--- src/rtl/alu_pkg.sv ---
// Shared opcode map, FSM states and flag-vector layout for alu_seq.
package alu_pkg;

    localparam logic [3:0] OP_NOTA  = 4'h0;
    localparam logic [3:0] OP_NOTB  = 4'h1;
    localparam logic [3:0] OP_AND   = 4'h2;
    localparam logic [3:0] OP_OR    = 4'h3;
    localparam logic [3:0] OP_XOR   = 4'h4;
    localparam logic [3:0] OP_XNOR  = 4'h5;
    localparam logic [3:0] OP_ADD   = 4'h6;
    localparam logic [3:0] OP_SUB   = 4'h7;
    localparam logic [3:0] OP_ADC   = 4'h8;
    localparam logic [3:0] OP_SBC   = 4'h9;
    localparam logic [3:0] OP_SHL   = 4'hA;
    localparam logic [3:0] OP_SHR   = 4'hB;
    localparam logic [3:0] OP_ASR   = 4'hC;
    localparam logic [3:0] OP_MUL   = 4'hD;
    localparam logic [3:0] OP_CMP   = 4'hE;
    localparam logic [3:0] OP_PASSA = 4'hF;

    typedef enum logic {S_IDLE, S_MUL} state_t;

    // Flag vector is packed {c,n,z,v}.
    typedef logic [3:0] flags_t;
    localparam int FLAG_C = 3;
    localparam int FLAG_N = 2;
    localparam int FLAG_Z = 1;
    localparam int FLAG_V = 0;

endpackage

--- src/rtl/alu_mul_seq.sv ---
// Iterative shift-add multiplier: one multiplier bit per cycle, WIDTH cycles.
module alu_mul_seq
    import alu_pkg::*;
#(
    parameter int WIDTH = 8
) (
    input  logic             clk,
    input  logic             reset,
    input  logic             start,
    input  logic [WIDTH-1:0] a,
    input  logic [WIDTH-1:0] b,
    output logic             done,
    output logic [WIDTH-1:0] prod_lo,
    output logic             prod_hi_nz
);
    localparam int CW = $clog2(WIDTH) + 1;

    logic [2*WIDTH-1:0] mcand_q, acc_q, acc_next;
    logic [WIDTH-1:0]   mplier_q;
    logic [CW-1:0]      cnt_q;
    logic               run_q;

    // The final partial product is folded in combinationally so the product
    // is available on the same edge as the last iteration.
    always_comb begin
        acc_next   = acc_q + (mplier_q[0] ? mcand_q : '0);
        done       = run_q && (cnt_q == CW'(1));
        prod_lo    = acc_next[WIDTH-1:0];
        prod_hi_nz = |acc_next[2*WIDTH-1:WIDTH];
    end

    always_ff @(posedge clk or posedge reset) begin
        if (reset) begin
            mcand_q  <= '0;
            acc_q    <= '0;
            mplier_q <= '0;
            cnt_q    <= '0;
            run_q    <= 1'b0;
        end else if (!run_q) begin
            if (start) begin
                mcand_q  <= {{WIDTH{1'b0}}, a};
                acc_q    <= '0;
                mplier_q <= b;
                cnt_q    <= CW'(WIDTH);
                run_q    <= 1'b1;
            end
        end else begin
            acc_q    <= acc_next;
            mcand_q  <= mcand_q << 1;
            mplier_q <= mplier_q >> 1;
            cnt_q    <= cnt_q - CW'(1);
            if (cnt_q == CW'(1)) run_q <= 1'b0;
        end
    end

endmodule

--- src/rtl/alu_seq.sv ---
// Registered WIDTH-bit ALU with persistent flags and a multi-cycle multiplier.
module alu_seq
    import alu_pkg::*;
#(
    parameter int WIDTH = 8
) (
    input  logic             clk,
    input  logic             reset,
    input  logic             in_valid,
    output logic             in_ready,
    input  logic [WIDTH-1:0] a,
    input  logic [WIDTH-1:0] b,
    input  logic [3:0]       op,
    output logic [WIDTH-1:0] result,
    output logic             out_valid,
    output logic             c,
    output logic             n,
    output logic             z,
    output logic             v,
    output logic             busy
);
    localparam int SHW = $clog2(WIDTH);

    if (WIDTH < 4 || (WIDTH & (WIDTH - 1)) != 0) begin : g_bad_width
        $error("alu_seq: WIDTH must be a power of two and >= 4");
    end

    state_t           state_q;
    logic [WIDTH-1:0] result_q, res_d, bb;
    flags_t           flags_q, flags_d;
    logic             out_valid_q, cin, c_d, v_d, accept;
    logic [WIDTH:0]   sum, shl_full, shr_full, asr_full;
    logic [SHW-1:0]   sh;
    logic             mul_done, mul_hi_nz;
    logic [WIDTH-1:0] mul_lo;

    assign accept = in_valid && in_ready;

    alu_mul_seq #(.WIDTH(WIDTH)) u_mul (
        .clk        (clk),
        .reset      (reset),
        .start      (accept && op == OP_MUL),
        .a          (a),
        .b          (b),
        .done       (mul_done),
        .prod_lo    (mul_lo),
        .prod_hi_nz (mul_hi_nz)
    );

    // One carry-chained adder serves ADD/SUB/ADC/SBC/CMP via operand inversion.
    always_comb begin
        bb  = (op == OP_SUB || op == OP_SBC || op == OP_CMP) ? ~b : b;
        case (op)
            OP_SUB, OP_CMP: cin = 1'b1;
            OP_ADC, OP_SBC: cin = flags_q[FLAG_C];
            default:        cin = 1'b0;
        endcase
        sum      = {1'b0, a} + {1'b0, bb} + {{WIDTH{1'b0}}, cin};
        sh       = b[SHW-1:0];
        shl_full = {1'b0, a} << sh;
        shr_full = {a, 1'b0} >> sh;
        asr_full = $signed({a, 1'b0}) >>> sh;
        res_d    = a;
        c_d      = 1'b0;
        v_d      = 1'b0;
        case (op)
            OP_NOTA: res_d = ~a;
            OP_NOTB: res_d = ~b;
            OP_AND:  res_d = a & b;
            OP_OR:   res_d = a | b;
            OP_XOR:  res_d = a ^ b;
            OP_XNOR: res_d = ~(a ^ b);
            OP_ADD, OP_SUB, OP_ADC, OP_SBC, OP_CMP: begin
                res_d = sum[WIDTH-1:0];
                c_d   = sum[WIDTH];
                v_d   = (a[WIDTH-1] == bb[WIDTH-1]) && (sum[WIDTH-1] != a[WIDTH-1]);
            end
            OP_SHL: {c_d, res_d} = shl_full;
            OP_SHR: {res_d, c_d} = shr_full;
            OP_ASR: {res_d, c_d} = asr_full;
            default: res_d = a;
        endcase
        flags_d = {c_d, res_d[WIDTH-1], ~|res_d, v_d};
    end

    always_ff @(posedge clk or posedge reset) begin
        if (reset) begin
            state_q     <= S_IDLE;
            result_q    <= '0;
            flags_q     <= '0;
            out_valid_q <= 1'b0;
        end else begin
            out_valid_q <= 1'b0;
            case (state_q)
                S_IDLE: if (accept) begin
                    if (op == OP_MUL) begin
                        state_q <= S_MUL;
                    end else begin
                        if (op != OP_CMP) result_q <= res_d;
                        flags_q     <= flags_d;
                        out_valid_q <= 1'b1;
                    end
                end
                S_MUL: if (mul_done) begin
                    result_q    <= mul_lo;
                    flags_q     <= {mul_hi_nz, mul_lo[WIDTH-1], ~|mul_lo, 1'b0};
                    out_valid_q <= 1'b1;
                    state_q     <= S_IDLE;
                end
                default: state_q <= S_IDLE;
            endcase
        end
    end

    assign in_ready  = (state_q == S_IDLE);
    assign busy      = (state_q == S_MUL);
    assign result    = result_q;
    assign out_valid = out_valid_q;
    assign c         = flags_q[FLAG_C];
    assign n         = flags_q[FLAG_N];
    assign z         = flags_q[FLAG_Z];
    assign v         = flags_q[FLAG_V];

endmodule

--- config.mk ---
export PLATFORM = sky130hd
export DESIGN_NAME = alu_seq
export DESIGN_NICKNAME = d
export VERILOG_FILES = /design/src/rtl/alu_pkg.sv /design/src/rtl/alu_mul_seq.sv /design/src/rtl/alu_seq.sv
export SDC_FILE = /design/constraint.sdc
export NUM_CORES = 1
export LEC_CHECK = 0
export CAP_MARGIN = 20
export CORE_MARGIN = 2
export CORE_UTILIZATION = 65
export DETAILED_ROUTE_END_ITERATION = 10
export DONT_BUFFER_PORTS = 1
export PLACE_DENSITY = 0.8
export SLEW_MARGIN = 20
export SYNTH_ARGS = -nofsm -noshare
export SYNTH_HDL_FRONTEND = slang
export SYNTH_SLANG_ARGS = --single-unit
--- constraint.sdc ---
create_clock -name clk -period 4.7 [get_ports clk]
set_clock_uncertainty 0.2 [all_clocks]
set_input_delay 0.47 -clock clk [delete_from_list [all_inputs] [get_ports clk]]
set_output_delay 0.47 -clock clk [all_outputs]
set_load 0.1 [all_outputs]
==> metrics.md <==
| Metric | Value |
|---|---|
| Max Cap Violations | 0 |
| F_max | 257 MHz |
| Clk_lat worst skew | between 300 and 400 ps |
| Total GRT Usage | roughly 33% |
| Most area-consuming cells after synthesis | sky130_fd_sc_hd__dfrtp_1, sky130_fd_sc_hd__ha_1, sky130_fd_sc_hd__nand2_1 |
| Leading cell type by number of instances after synthesis | sky130_fd_sc_hd__nand2_1 |
| Area of the mapped netlist | roughly 5300 sq um |
| Instance count of the mapped netlist | 642 |
| Switching power share of the total | 26.4% |
| Switching component of the power | approximately 330 uW |
| Hold WC Path Type | in -> reg |
| Synth Warn # | 0 |
| Routed wire length on met2 | roughly 6.4 mm |
| Number of placement rows | 32 |
| Clock Pin Slew Worst Setup and Hold Paths | ~70 ps |
| Number of placed instances, taps included | approximately 710 |
| Result of the run | finished, final reports clean |
| Async set-or-reset flop fraction in the synthesized netlist | between 90% and 100% |
| Total setup buffers inserted after CTS | 0 |
| Layout overhead on the synthesized area | 4.10% |
| Fin area | roughly 5500 sq um |
| Diode count | 0 |
| Top cells by instance count after synthesis | sky130_fd_sc_hd__nand2_1, sky130_fd_sc_hd__dfrtp_1, sky130_fd_sc_hd__o21ai_0, sky130_fd_sc_hd__ha_1, sky130_fd_sc_hd__a21oi_1 |
| Final worst-path cycle share | 82.8% |
| Footprint of the flip-flops and latches | 1480 sq um |
| Detail-routed via count per cell | approximately 6.7 |
| Data required time of the worst path | ~4800 ps |
| Core region area | around 7800 sq um |
| Number of flops mapped to enable cells by yosys | 0 |
| Area of the die | approximately 8900 sq um |
| RePlAce Congestion | just over 1 |
| Critical Path Slowest Stage Cell | sky130_fd_sc_hd__fa_1 |
| Highest signal layer in the routed design | met4 |
| Type of the worst setup path | in -> reg |
| Wire length of the first global-routing pass | 22.7 mm |
| Flip-flop cell with the highest count after synthesis | sky130_fd_sc_hd__dfrtp_1 |
| CTS tree | built |
| Post-Syn Area per Cell | between 8 and 9 sq um |
| Number of library cell types mapped by synthesis | 75 |
| Largest voltage drop on the vdd net | ~230 uV |
| # clock sinks | 59 |
| Pin count of the biggest net entering global routing | 81 |
| Ports | 38 |
| Synthesized net count | around 710 |
| Max-slew headroom at the worst pin | about a third |
| CP top delay family | compound AO/OA/AOI/OAI gates |
| Fin crit period | roughly 3900 ps |
| Endpoint arrival time on the critical path | between 3000 and 4000 ps |
| Area share of the largest cell type after synthesis | around 28% |
| CP Cell Sequence | nor3b_1, o21bai_1, a22o_1, xnor2_1, fa_1, fa_1, xor2_1, a222oi_1, nor2_1, o32a_1, nor3_1, and4b_1, a31o_1 |
| Routed len/inst | between 15 and 20 microns |
| Cell leakage power | approximately 2.2 nW |
| Half-perimeter wire length after placement | 10.0 mm |
| Final Hold Violating Endpoints | 0 |
| Fill cell total of the finished layout | ~620 |
| Wire length after detailed routing | around 14 mm |
| Int Pwr | 931 uW |
| Worst-Margin Slew | 1010 ps |
| Type of element launching the critical path | input pin |
| Core occupancy in the finished layout | around 71% |
| Starting utilization of the core area | between 60% and 70% |
| Clock power frac | between 40 and 50% |
| Height of the chip | approximately 94 microns |
| Number of buffers added on ports | 0 |
| Total global routing overflow | 0 |
| TNS Setup | 0 ps |
| Number of buffers inserted during clock tree synthesis | 9 |
| Portion of total power attributed to sequential cells | roughly two fifths |
| Vias in the first global route | ~4700 |
| Highest net fanout along the worst path | 37 |
| Kind of end point of the critical path | flip-flop |
| Count of buffering cells on the critical path with inverters included | 0 |
| Multi-input combinational cell area | between 3000 and 4000 sq um |
| Vias post-DR | around 4900 |
| Antenna violations before repair | 0 |
| Routed length on met3 | roughly 1.5 mm |
| Master cell of the clock root buffer | sky130_fd_sc_hd__clkbuf_8 |
| Maximum clock insertion buffer count | 2 |
| Post-layout total power | between 1 and 1.5 mW |
| PwrDens | between 200 and 250 nW/um^2 |
| Endpoints failing setup | 0 |
| CP max stage delay | approximately 450 ps |
| Yosys top cell by area | sky130_fd_sc_hd__dfrtp_1 |
| Most frequent cell on the critical path | sky130_fd_sc_hd__fa_1 |
| Number of H-tree branching levels | 3 |
| First drt pass iteration count | 7 |
| Max-slew violation count | 0 |
| Count of placed standard cells in the final layout, fillers left out | between 700 and 800 |
| Combinational power share | 17.4% |
| Number of register bits inferred by synthesis | 59 |
| Layout cell share with drive strength beyond 1 | 8.81% |
| X dimension of the die | about 94 microns |
| M1 WL | around 5.7 mm |
| DP Area | about 5300 sq um |
| Number of nets in the layout | between 600 and 700 |
| Fraction of the yosys area taken by sequential cells | between 20% and 30% |
| 1st-iter DRT viols | 598 |
| Antenna-violating nets left | 0 |
| DRC violation count after routing | 0 |
| RSZ-0062 raised after global routing | false |
kinds of logic after synthesis:
| group | synth area share, % |
|---|---|
| AO/OA/AOI/OAI | 23.6 |
| adder cells (fa/ha/maj) | 10.8 |
| flip-flops | 27.8 |
| AND/OR/NAND/NOR | 18.0 |
| buffers and inverters | 5.93 |
| XOR/XNOR | 4.45 |
| multiplexers | 9.53 |
area by class of cell:
cell class / count / share of cell area (%)
tap: 102 / 2.31
timing repair buffer: 7 / 0.995
inverter: 31 / 2.10
clock inverter: 4 / 1.31
multi-input combinational: 511 / 63.8
sequential: 59 / 26.7
clock buffer: 12 / 2.80
sequential cells by signal (all words and copies together), names as in the netlist:
signal          count
result              8
flags_q             4
u_mul.mcand_q      16
u_mul.run_q         1
u_mul.mplier_q      8
u_mul.cnt_q         4
busy                1
u_mul.acc_q        16
out_valid           1
worst paths after layout:
kind	start	end	slack (ps)	cells past startpoint
max	op[1]	flags_q[1]$_DFFE_PP0P_	810	13
min	a[0]	u_mul.mcand_q[0]$_DFFE_PP0P_	50	2
max reg2reg	u_mul.mplier_q[0]$_DFFE_PP0P_	flags_q[3]$_DFFE_PP0P_	930	11
min reg2reg	u_mul.mplier_q[3]$_DFFE_PP0P_	u_mul.mplier_q[2]$_DFFE_PP0P_	300	2
max in group asynchronous	reset	u_mul.run_q$_DFF_PP0_	3100	3
min in group asynchronous	reset	result[6]$_DFFE_PP0P_	320	2
layer usage:
layer  vias up  track usage (%)
met4         0             12.7
met3        50             10.1
li1       2239                -
met5         -                0
met1      2285             41.6
met2       283             51.8
per-stage QoR:
step                hold slack [ps]  setup slack [ps]
finish                         48.7               809
global route                   55.4               670
CTS                            42.0               911
detailed placement              101               552
global placement               96.0               703
floorplan                       255               468
power groups by stage:
stage | registers [mW] | clock network [mW] | logic, mW
finish | 0.508 | 0.537 | 0.220
detailed placement | 0.517 | 0 | 0.212
global placement | 0.517 | 0 | 0.206
CTS | 0.508 | 0.541 | 0.214
global route | 0.507 | 0.563 | 0.242
floorplan | 0.517 | 0 | 0.197
timing repair:
item | in CTS | in global routing
gates resized for setup | 0 | 0
endpoints found under the setup margin | 0 | 0
endpoints found under the hold margin | 12 | 0
hold buffers | 1 | 0
cells in the final DEF (no fill, tap or decap), drive strengths merged, types with 6 or more instances in the layout:
cell type  synthesis  final
ha                41     41
a31oi              6      6
a211oi            11     11
o211ai             8      8
nor3               8      8
o21ai             71     71
buf               23      6
mux2i             33     33
a21o               7      7
clkbuf            18     12
inv               31     31
a21oi             37     37
xnor2             18     18
o21a               6      6
nand2            101    101
and2              20     20
nor2              36     36
nand3              9      9
xor2               9      9
dfrtp             59     59
No activity file was read; power rests on OpenSTA's default activity.
